--- config.mk ---
export PLATFORM = sky130hd
export DESIGN_NAME = gf180mcu_fd_sc_mcu9t5v0__holdbus
export DESIGN_NICKNAME = d
export VERILOG_FILES = /design/src/rtl/gf180mcu_fd_sc_mcu9t5v0__holdbus.sv
export SDC_FILE = /design/constraint.sdc
export NUM_CORES = 1
export LEC_CHECK = 0
export BUFFER_PORTS_ARGS = -buffer_cell sky130_fd_sc_hd__buf_4
export CORE_MARGIN = 1
export CORE_UTILIZATION = 56
export DETAILED_ROUTE_END_ITERATION = 8
export GPL_ROUTABILITY_DRIVEN = 0
export PLACE_DENSITY = 0.87
export SLEW_MARGIN = 15
export SYNTH_ARGS = -nofsm -noshare
export SYNTH_HDL_FRONTEND = slang
export SYNTH_SLANG_ARGS = --single-unit
--- constraint.sdc ---
create_clock -name CLK -period 4.7 [get_ports CLK]
set_input_delay 0.94 -clock CLK [delete_from_list [all_inputs] [get_ports CLK]]
set_output_delay 0.94 -clock CLK [all_outputs]
set_load 0.01 [all_outputs]
--- src/rtl/gf180mcu_fd_sc_mcu9t5v0__holdbus.sv ---
// Clocked bus keeper: samples a shared tri-state bus while it is driven and
// weakly re-drives the last value once every driver has released it.
module gf180mcu_fd_sc_mcu9t5v0__holdbus #(
  parameter int                WIDTH     = 8,
  parameter int                TIMEOUT   = 15,
  parameter logic [WIDTH-1:0]  RESET_VAL = {WIDTH{1'b0}}
) (
  input  logic             CLK,
  input  logic             RN,
  input  logic [WIDTH-1:0] BUS_I,
  input  logic             DRV_EN,
  input  logic [1:0]       MODE,
  output logic [WIDTH-1:0] BUS_O,
  output logic             KEEP_EN,
  output logic             FLOAT,
  output logic             STALE,
  output logic [1:0]       STATE_DBG
);

  localparam logic [1:0] ST_DRIVEN  = 2'd0;
  localparam logic [1:0] ST_KEEP    = 2'd1;
  localparam logic [1:0] ST_EXPIRED = 2'd2;
  localparam logic [1:0] ST_OFF     = 2'd3;

  localparam logic [1:0] MODE_HOLD    = 2'b00;
  localparam logic [1:0] MODE_RELEASE = 2'b01;
  localparam logic [1:0] MODE_OFF     = 2'b11;

  localparam int             CW       = $clog2(TIMEOUT + 1);
  localparam logic [CW-1:0]  CNT_LAST = CW'(TIMEOUT - 1);

  logic [1:0]       state_q, state_d;
  logic [WIDTH-1:0] held_q,  held_d;
  logic [WIDTH-1:0] bus_q,   bus_d;
  logic [CW-1:0]    cnt_q,   cnt_d;
  logic             keep_q,  keep_d;
  logic             float_q, float_d;
  logic             stale_q, stale_d;

  always_comb begin
    state_d = state_q;
    held_d  = held_q;
    bus_d   = bus_q;
    cnt_d   = cnt_q;
    keep_d  = keep_q;
    float_d = 1'b0;
    stale_d = stale_q;

    if (DRV_EN) begin
      // An active driver always wins and refreshes the sampled value.
      state_d = ST_DRIVEN;
      held_d  = BUS_I;
      cnt_d   = '0;
      keep_d  = 1'b0;
      stale_d = 1'b0;
    end else begin
      case (state_q)
        ST_DRIVEN: begin
          float_d = 1'b1;
          cnt_d   = '0;
          if (MODE == MODE_OFF) begin
            state_d = ST_OFF;
            keep_d  = 1'b0;
          end else begin
            state_d = ST_KEEP;
            keep_d  = 1'b1;
            bus_d   = held_q;
          end
        end
        ST_KEEP: begin
          if (MODE == MODE_OFF) begin
            state_d = ST_OFF;
            keep_d  = 1'b0;
          end else if (MODE != MODE_HOLD) begin
            // Expiry is detected before incrementing so cnt tops out at TIMEOUT-1.
            if (cnt_q == CNT_LAST) begin
              state_d = ST_EXPIRED;
              stale_d = 1'b1;
              if (MODE == MODE_RELEASE) begin
                keep_d = 1'b0;
              end else begin
                keep_d = 1'b1;
                bus_d  = RESET_VAL;
              end
            end else begin
              cnt_d = cnt_q + CW'(1);
            end
          end
        end
        ST_EXPIRED: begin
          if (MODE == MODE_HOLD) begin
            keep_d = 1'b1;
          end else if (MODE == MODE_OFF) begin
            state_d = ST_OFF;
            keep_d  = 1'b0;
          end
        end
        default: begin
          state_d = ST_OFF;
          keep_d  = 1'b0;
        end
      endcase
    end
  end

  always_ff @(posedge CLK or negedge RN) begin
    if (!RN) begin
      state_q <= ST_OFF;
      held_q  <= RESET_VAL;
      bus_q   <= RESET_VAL;
      cnt_q   <= '0;
      keep_q  <= 1'b0;
      float_q <= 1'b0;
      stale_q <= 1'b0;
    end else begin
      state_q <= state_d;
      held_q  <= held_d;
      bus_q   <= bus_d;
      cnt_q   <= cnt_d;
      keep_q  <= keep_d;
      float_q <= float_d;
      stale_q <= stale_d;
    end
  end

  // Combinational mask so the keeper can never fight a driver that just turned on.
  assign KEEP_EN   = keep_q & ~DRV_EN;
  assign BUS_O     = bus_q;
  assign FLOAT     = float_q;
  assign STALE     = stale_q;
  assign STATE_DBG = state_q;

endmodule

==> results.sh, run 1 <==
export IMPL_yosys_area_top_type="dfrtp_1"
export IMPL_cts_tree="built"
export IMPL_synth_area_top_cells="dfrtp_1, mux2_2, a22o_1"
export IMPL_clock_latency_ns=0.31
export IMPL_syn_num_nets=111
export IMPL_crit_arrival_ns=1.38
export IMPL_maxSlewHeadroom=0.5560
export IMPL_dp_hpwl_mm=1.562
export IMPL_ir_drop_uv=240.0
export IMPL_die_area_um2=2213
export IMPL_synth_warnings=0
export IMPL_cts_hold_buffers_added=0
export IMPL_setup_viol=0
export IMPL_synth_cells=96
export IMPL_layout_drive_gt1_share=0.3471
export IMPL_track_usage=0.2342
export IMPL_clkTransAtPathRegs_ns=0.14
export IMPL_fin_skew_ns=0.01286
export IMPL_fin_crit_ns=2.321
export IMPL_drc=0
export IMPL_path_class="input port to output port"
export IMPL_synth_area_per_cell_um2=11.83
export IMPL_port_buffers=25
export IMPL_wl_per_cell_um=14.88
export IMPL_ys_seq_elements=25
export IMPL_crit_top_cell="buf_4"
export IMPL_rsz0062_at_grt="false"
export IMPL_cts_sinks=25
export IMPL_rrSetupSlack_ns=2.86
export IMPL_num_io_pins=26
export IMPL_grt_pass1_wl_mm=3.498
export IMPL_finalPower_w=0.0004611
export IMPL_core_um2=1821
export IMPL_syn_area_um2=1136
export IMPL_ys_seq_area_frac=0.5529
export IMPL_rows=15
export IMPL_htreeDepth=1
export IMPL_cp_max_fo=19
export IMPL_period_share=0.4937
export IMPL_rr_endpoint="BUS_O[4]$_DFFE_PN0P_"
export IMPL_drtIter0Drc=11
export IMPL_via_per_inst=5.897
export IMPL_slew_viol_final=0
export IMPL_cp_start_kind="input port"
export IMPL_start_util=0.6241
export IMPL_power_leakage_nw=0.6332
export IMPL_synthToLayoutAreaGrowth_pct=18.94
export IMPL_numCtsBuffers=3
export IMPL_clockBufferDepth=2
export IMPL_cp_end_kind="output port"
export IMPL_num_vias=861
export IMPL_tightest_slew_ns=0.6637
export IMPL_crit_family="buffers and inverters"
export IMPL_synth_top_area_share=0.5066
export IMPL_diodes=0
export IMPL_antenna_found_initial=0
export IMPL_hold_viol=0
export IMPL_drv_cap=0
export IMPL_reg2reg_depth=5
export IMPL_crit_slowest_cell="buf_4"
export IMPL_run_status="completed"
export IMPL_power_density_nw_per_um2=341.3
export IMPL_ant_nets=0
export IMPL_max_stage_delay_ns=0.22
export IMPL_drt_pass1_iterations=4
export IMPL_tns_ns=0
export IMPL_final_common_cell="buf_4"
export IMPL_first_global_vias=788
export IMPL_cts_root_buf="clkbuf_4"
export IMPL_clock_fmax_mhz=430.9
export IMPL_crit_start="DRV_EN"
export IMPL_reg2reg_from="cnt_q[0]$_DFFE_PN0P_"
export IMPL_synth_distinct_cells=32
export IMPL_grt_max_degree=26
export IMPL_min_path_type="input port to async pin"
export IMPL_wl_mm=2.173
export IMPL_gr_total_overflow=0
export IMPL_cts_setup_buffers=0
export IMPL_die_y_um=47.04
export IMPL_die_width_um=47.04
export IMPL_crit_chain="buf_4 -> nor2b_1 -> buf_4"
export IMPL_final_nets=137
export IMPL_cts_resized=0
export IMPL_layout_common_cells="buf_4, dfrtp_1, nor2_1"
export IMPL_critical_path_required_ns=3.76
export IMPL_path_buf_inv=2
synthesized netlist by cell type:
cell and n:
a211oi_1 1, a21oi_1 3, a221oi_2 1, a22o_1 8
a311oi_1 1, a31oi_1 1, a41oi_1 1, and3_1 1
buf_4 1, buf_6 2, clkbuf_1 1, dfrtp_1 23
dfstp_2 2, ha_1 2, inv_1 3, mux2_2 8
mux2_4 1, nand2_1 4, nand3_1 1, nand4_1 2
nor2_1 11, nor2_4 1, nor2b_1 1, nor3_1 2
nor4_1 1, o2111ai_1 1, o21ai_0 6, o31ai_1 1
o41ai_1 1, or2b_1 2, or3b_1 1, xor2_1 1
cell type report:
cell class              instances  area (µm²)
well taps                      25       31.28
repair buffers                 25       187.7
clock buffers                   3       22.52
flip-flops and latches         25       628.1
clock inverters                 1       7.507
fillers                       126       469.2
multi-input cells              64       462.9
inverters                       3       11.26
worst reg2reg max path, delay by kind of cell (launching register included):
kind / cells / cell delay, ns
AOI/OAI and AO/OA: 2 / 0.81
DFF: 1 / 0.45
and+or+nand+nor: 1 / 0.26
adders and majority gates: 1 / 0.22
buffers and inverters: 1 / 0.07
power breakdown:
group	switching, W	total, W	internal [W]
registers	0.0000193	0.000263	0.000244
logic	0.0000459	0.000103	0.0000573
clock network	0.0000624	0.0000948	0.0000324
worst max path at each step:
| stage | end | slack [ns] | depth (start not counted) |
|---|---|---|---|
| floorplan | KEEP_EN | 2.26 | 3 |
| global placement | KEEP_EN | 2.38 | 3 |
| detailed placement | KEEP_EN | 2.38 | 3 |
| CTS | KEEP_EN | 2.38 | 3 |
| global route | KEEP_EN | 2.34 | 3 |
| finish | KEEP_EN | 2.38 | 3 |
kinds of logic after synthesis:
| kind of cell | Yosys count | share of synthesized area |
|---|---|---|
| XOR/XNOR | 1 | 0.007711 |
| AND/OR/NAND/NOR | 27 | 0.1211 |
| AO/OA/AOI/OAI | 25 | 0.1641 |
| buffers and inverters | 7 | 0.03964 |
| adder cells (fa/ha/maj) | 2 | 0.02202 |
| flip-flops | 25 | 0.5529 |
| multiplexers | 9 | 0.09251 |
flip-flops by register name, indices dropped and copies added (netlist names):
signal	count
STATE_DBG	2
FLOAT	1
BUS_O	8
held_q	8
keep_q	1
STALE	1
cnt_q	4
stage by stage:
step	std cells	util	setup WS (ns)	cell area, µm²	hold slack [ns]
finish	146	0.7423	2.379	1351	0.4944
global route	146	0.7423	2.343	1351	0.4995
CTS	146	0.7423	2.382	1351	0.5000
detailed placement	142	0.7258	2.380	1321	0.4843
global placement	142	0.7258	2.385	1321	0.4776
floorplan	96	-	2.257	1136	0.4593
metal layers:
metal  part of all wire  wire, µm  global-route usage
met5                  0         0                   0
met3              0.045        98             0.04615
met4             0.0092        20             0.09714
met1               0.45       988              0.3133
met2               0.49      1065              0.3750
Note: power is estimated with default switching activity, not from simulation.
==> inputs of run 2 (changes only) <==
--- a/config.mk
+++ b/config.mk
@@ -7,10 +7,10 @@
 export LEC_CHECK = 0
 export BUFFER_PORTS_ARGS = -buffer_cell sky130_fd_sc_hd__buf_4
 export CORE_MARGIN = 1
-export CORE_UTILIZATION = 56
+export CORE_UTILIZATION = 47
 export DETAILED_ROUTE_END_ITERATION = 8
 export GPL_ROUTABILITY_DRIVEN = 0
-export PLACE_DENSITY = 0.87
+export PLACE_DENSITY = 0.79
 export SLEW_MARGIN = 15
 export SYNTH_ARGS = -nofsm -noshare
 export SYNTH_HDL_FRONTEND = slang
==> constraint.sdc (replaced) <==
create_clock -name CLK -period 2 [get_ports CLK]
set_input_delay 0.4 -clock CLK [delete_from_list [all_inputs] [get_ports CLK]]
set_output_delay 0.4 -clock CLK [all_outputs]
set_load 0.01 [all_outputs]
==> run 2 against run 1 <==
  * Register-to-register slack worse by 2.7 ns
  * Combinational power up 140%
  * Global-route usage down 3.3 points
  * Core utilization down 13 points
  * Worst hold slack worse by 0.20 ns
  * Worst setup slack worse by 2.2 ns
  * Critical endpoint is now BUS_O[6]$_DFFE_PN0P_
  * Largest power group unchanged
==> results.sh, run 2 (synthesis results as in run 1) <==
export IMPL_run_status="completed"
export IMPL_crit_arrival_ns=2.06
export IMPL_numCtsBuffers=3
export IMPL_gr_total_overflow=0
export IMPL_critical_path_required_ns=2.26
export IMPL_power_leakage_nw=0.6508
export IMPL_crit_slowest_cell="o2111ai_1"
export IMPL_drv_cap=0
export IMPL_ir_drop_uv=770.2
export IMPL_crit_chain="inv_1 -> ha_1 -> and3_1 -> o2111ai_1 -> a22o_1"
export IMPL_fin_skew_ns=0.004606
export IMPL_final_area_um2=1378
export IMPL_cp_end_kind="flop"
export IMPL_period_share=0.9004
export IMPL_cp_max_fo=8
export IMPL_cts_setup_buffers=0
export IMPL_maxSlewHeadroom=0.5720
export IMPL_antenna_found_initial=0
export IMPL_tightest_slew_ns=0.6414
export IMPL_core_um2=2255
export IMPL_fin_cells=152
export IMPL_wl_per_cell_um=14.93
export IMPL_cts_sinks=25
export IMPL_fin_crit_ns=1.801
export IMPL_reg2reg_from="cnt_q[0]$_DFFE_PN0P_"
export IMPL_cp_start_kind="flop"
export IMPL_layout_common_cells="buf_4, dfrtp_1, nor2_1"
export IMPL_reg2reg_depth=5
export IMPL_first_global_vias=823
export IMPL_min_path_type="input port to flop"
export IMPL_min_from="DRV_EN"
export IMPL_grt_pass1_wl_mm=3.843
export IMPL_place_inst=147
export IMPL_min_delay_worst_endpoint="STATE_DBG[0]$_DFFE_PN1P_"
export IMPL_cts_root_buf="clkbuf_4"
export IMPL_synthToLayoutAreaGrowth_pct=21.26
export IMPL_rr_endpoint="BUS_O[6]$_DFFE_PN0P_"
export IMPL_die_width_um=51.17
export IMPL_num_vias=860
export IMPL_diodes=0
export IMPL_tns_ns=0
export IMPL_clockBufferDepth=2
export IMPL_final_common_cell="buf_4"
export IMPL_rrSetupSlack_ns=0.20
export IMPL_max_stage_delay_ns=0.56
export IMPL_wl_mm=2.269
export IMPL_setup_viol=0
export IMPL_hold_viol=0
export IMPL_clock_latency_ns=0.32
export IMPL_grt_max_degree=26
export IMPL_hold_path_depth=2
export IMPL_ant_nets=0
export IMPL_via_per_inst=5.658
export IMPL_path_class="flop to flop"
export IMPL_drt_pass1_iterations=5
export IMPL_n_fill_cell=210
export IMPL_power_density_nw_per_um2=790.7
export IMPL_drc=0
export IMPL_start_util=0.5039
export IMPL_htreeDepth=1
export IMPL_cts_tree="built"
export IMPL_clkTransAtPathRegs_ns=0.13
export IMPL_die_area_um2=2618
export IMPL_clock_fmax_mhz=555.3
export IMPL_num_io_pins=26
export IMPL_dp_hpwl_mm=1.611
export IMPL_port_buffers=25
export IMPL_die_y_um=51.17
export IMPL_whs_ns=0.2920
export IMPL_final_nets=140
export IMPL_dpl_cell_area_um2=1340
export IMPL_rows=17
export IMPL_slew_viol_final=0
export IMPL_drtIter0Drc=20
export IMPL_final_core_util=0.6110
export IMPL_layout_drive_gt1_share=0.3548
export IMPL_track_usage=0.2013
export IMPL_rsz0062_at_grt="false"
run 2: changes by cell type in the layout (fill, tap and decap cells not counted):
cell,previous run,this run
dlygate4sd3_1,0,1
clkinv_2,0,1
clkinvlp_4,1,0
buf_4,25,27
run 2: worst max-delay path by stage:
| stage | start | to | slack [ns] | cells past startpoint |
|---|---|---|---|---|
| 2_1_floorplan | STATE_DBG[0]$_DFFE_PN1P_ | keep_q$_DFFE_PN0P_ | 0.30 | 5 |
| 3_3_place_gp | STATE_DBG[0]$_DFFE_PN1P_ | keep_q$_DFFE_PN0P_ | 0.25 | 4 |
| 3_5_place_dp | cnt_q[0]$_DFFE_PN0P_ | BUS_O[1]$_DFFE_PN0P_ | 0.21 | 5 |
| 4_1_cts | cnt_q[0]$_DFFE_PN0P_ | BUS_O[6]$_DFFE_PN0P_ | 0.18 | 5 |
| 5_1_grt | cnt_q[0]$_DFFE_PN0P_ | BUS_O[6]$_DFFE_PN0P_ | 0.02 | 5 |
| 6_report | cnt_q[0]$_DFFE_PN0P_ | BUS_O[6]$_DFFE_PN0P_ | 0.20 | 5 |
run 2: final cells by class:
type / count / area (µm²) / share of cell area
multi-input combinational: 64 / 462.9 / 0.3361
clock inverter: 1 / 5.005 / 0.003633
tap: 28 / 35.03 / 0.02543
inverter: 3 / 11.26 / 0.008174
timing repair buffer: 28 / 212.7 / 0.1544
clock buffer: 3 / 22.52 / 0.01635
sequential: 25 / 628.1 / 0.4559
run 2: layer usage:
layer  share of wire  up-vias  global-route usage  wire [µm]
li1                -      415                   -          -
met1            0.45      409              0.2757       1017
met2            0.49       34              0.3268       1103
met3           0.059        2             0.05357        135
met4          0.0057        0             0.02778         13
met5               0        -                   0          0
run 2: timing repair:
action	in CTS	in global routing
gates resized for setup	0	0
hold endpoints to repair	23	0
hold buffers	1	0
run 2: power by group:
part	switching [W]	total, W	internal [W]
Sequential	0.0000454	0.000618	0.000573
Combinational	0.000109	0.000249	0.000140
Clock	0.000147	0.000222	0.0000749
run 2: worst max-delay path, delay by kind of cell, from the launching register on:
family	cells	cell delay (ns)
adders and majority gates	1	0.20
AOI/OAI and AO/OA	2	0.78
and+or+nand+nor	1	0.24
DFF	1	0.45
buffers and inverters	1	0.06
run 2: through the flow:
stage          setup slack, ns   power, W
2_1_floorplan           0.3007  0.0007487
3_3_place_gp            0.2517  0.0008687
3_5_place_dp            0.2059  0.0008774
4_1_cts                 0.1777   0.001104
5_1_grt                0.01877   0.001146
6_report                0.1991   0.001089
==> inputs of run 3 (changes only) <==
--- a/config.mk
+++ b/config.mk
@@ -8,9 +8,10 @@
 export BUFFER_PORTS_ARGS = -buffer_cell sky130_fd_sc_hd__buf_4
 export CORE_MARGIN = 1
 export CORE_UTILIZATION = 47
+export CTS_CLUSTER_DIAMETER = 120
 export DETAILED_ROUTE_END_ITERATION = 8
 export GPL_ROUTABILITY_DRIVEN = 0
-export PLACE_DENSITY = 0.79
+export PLACE_DENSITY = 0.74
 export SLEW_MARGIN = 15
 export SYNTH_ARGS = -nofsm -noshare
 export SYNTH_HDL_FRONTEND = slang
==> constraint.sdc (replaced) <==
create_clock -name CLK -period 2 [get_ports CLK]
set_input_delay 0.6 -clock CLK [delete_from_list [all_inputs] [get_ports CLK]]
set_output_delay 0.6 -clock CLK [all_outputs]
set_load 0.01 [all_outputs]
==> run 3 against run 2 <==
  * Sequential power hardly changed
  * Combinational power hardly changed
  * Maximum frequency decreased by 0.27%
  * Critical path type unchanged
  * Critical endpoint is now BUS_O[1]$_DFFE_PN0P_
  * Largest cell class unchanged
==> results.sh, run 3 (synthesis results as in run 1) <==
export IMPL_wl_met1_mm=1.017
export IMPL_fin_skew_ns=0.008138
export IMPL_top_layer="met4"
export IMPL_numCtsBuffers=3
export IMPL_crit_chain="inv_1 -> ha_1 -> and3_1 -> o2111ai_1 -> a22o_1"
export IMPL_final_area_um2=1378
export IMPL_crit_family="compound AO/OA/AOI/OAI gates"
export IMPL_drtIter0Drc=10
export IMPL_tightest_slew_ns=0.6672
export IMPL_die_area_um2=2618
export IMPL_critical_path_required_ns=2.26
export IMPL_ir_drop_uv=508.2
export IMPL_cts_setup_buffers=0
export IMPL_layout_common_cells="buf_4, dfrtp_1, nor2_1"
export IMPL_fin_crit_ns=1.806
export IMPL_whs_ns=0.1551
export IMPL_dpl_cell_area_um2=1348
export IMPL_path_class="flop to flop"
export IMPL_cp_end_kind="flop"
export IMPL_clock_latency_ns=0.31
export IMPL_layout_drive_gt1_share=0.3629
export IMPL_cts_sinks=25
export IMPL_p_comb_frac=0.227
export IMPL_p_sw_frac=0.2766
export IMPL_clkTransAtPathRegs_ns=0.14
export IMPL_cts_tree="built"
export IMPL_crit_slowest_cell="o2111ai_1"
export IMPL_gr_total_overflow=0
export IMPL_drc=0
export IMPL_die_width_um=51.17
export IMPL_wl_met2_um=924
export IMPL_seqPwrFrac=0.566
export IMPL_clockPowerShare=0.207
export IMPL_cts_resized=0
export IMPL_tns_ns=0
export IMPL_cts_root_buf="clkbuf_4"
export IMPL_num_io_pins=26
export IMPL_final_common_cell="buf_4"
export IMPL_cts_hold_buffers_added=0
export IMPL_wl_mm=2.047
export IMPL_setup_viol=0
export IMPL_drv_cap=0
export IMPL_clock_fmax_mhz=553.8
export IMPL_track_usage=0.1810
export IMPL_num_vias=839
export IMPL_core_um2=2255
export IMPL_final_nets=140
export IMPL_wl_per_cell_um=13.47
export IMPL_place_inst=148
export IMPL_maxSlewHeadroom=0.5547
export IMPL_cp_max_fo=8
export IMPL_first_global_vias=795
export IMPL_via_per_inst=5.520
export IMPL_synthToLayoutAreaGrowth_pct=21.26
export IMPL_antenna_found_initial=0
export IMPL_power_density_nw_per_um2=791.6
export IMPL_run_status="completed"
export IMPL_p_sw_w=0.0003016
export IMPL_clockBufferDepth=2
export IMPL_grt_pass1_wl_mm=3.470
export IMPL_wl_met3_um=88
export IMPL_rows=17
export IMPL_min_path_type="input port to async pin"
export IMPL_start_util=0.5039
export IMPL_die_y_um=51.17
export IMPL_crit_arrival_ns=2.07
export IMPL_hold_viol=0
export IMPL_fin_cells=152
export IMPL_rrSetupSlack_ns=0.19
export IMPL_port_buffers=25
export IMPL_slew_viol_final=0
export IMPL_ant_nets=0
export IMPL_cp_start_kind="flop"
export IMPL_max_stage_delay_ns=0.58
export IMPL_htreeDepth=1
export IMPL_intPower_w=0.0007889
export IMPL_power_leakage_nw=0.6473
export IMPL_diodes=0
export IMPL_rsz0062_at_grt="false"
export IMPL_path_buf_inv=1
export IMPL_dp_hpwl_mm=1.497
export IMPL_drt_pass1_iterations=4
export IMPL_grt_max_degree=26
export IMPL_period_share=0.9029
run 3: changes by cell type in the layout (fill, tap and decap cells not counted):
| cell | change |
|---|---|
| buf_4 | +1 |
| clkinv_2 | -1 |
| clkinvlp_4 | +1 |
| dlygate4sd3_1 | -1 |
run 3: worst paths after layout:
| path | endpoint | from | cells past startpoint |
|---|---|---|---|
| worst max register to register | BUS_O[1]$_DFFE_PN0P_ | cnt_q[0]$_DFFE_PN0P_ | 5 |
| worst max-delay path | BUS_O[1]$_DFFE_PN0P_ | cnt_q[0]$_DFFE_PN0P_ | 5 |
| worst min-delay path | FLOAT$_DFF_PN0_ | RN | 1 |
| worst min register to register | BUS_O[6]$_DFFE_PN0P_ | held_q[6]$_DFFE_PN0P_ | 1 |
| max in group asynchronous | STATE_DBG[1]$_DFFE_PN1P_ | RN | 1 |
| min in group CLK | STATE_DBG[1]$_DFFE_PN1P_ | DRV_EN | 2 |
run 3: final cells by class:
| cell class | instances | area (µm²) |
|---|---|---|
| Tap cell | 28 | 35.03 |
| Inverter | 3 | 11.26 |
| Fill cell | 207 | 877.1 |
| Clock inverter | 1 | 7.507 |
| Multi-Input combinational cell | 64 | 462.9 |
| Timing Repair Buffer | 28 | 210.2 |
| Clock buffer | 3 | 22.52 |
| Sequential cell | 25 | 628.1 |
run 3: power by group through the flow:
stage	clock network, W	registers (W)	logic (W)
CTS	0.000233	0.000617	0.000251
global placement	0	0.000626	0.000245
floorplan	0	0.000638	0.000111
finish	0.000226	0.000617	0.000247
detailed placement	0	0.000626	0.000251
global route	0.000255	0.000626	0.000272
run 3: metrics by stage:
| stage | total power, W | setup slack, ns | util |
|---|---|---|---|
| finish | 0.001091 | 0.1943 | 0.6110 |
| global route | 0.001153 | 0.05984 | 0.6110 |
| global placement | 0.0008710 | 0.1701 | 0.5977 |
| detailed placement | 0.0008767 | 0.1732 | 0.5977 |
| floorplan | 0.0007487 | 0.1520 | - |
| CTS | 0.001101 | 0.1438 | 0.6110 |
run 3: layer usage:
metal	vias up	track usage
li1	409	-
met1	407	0.2657
met2	21	0.2610
met3	2	0.03869
met4	0	0.06944
met5	-	0
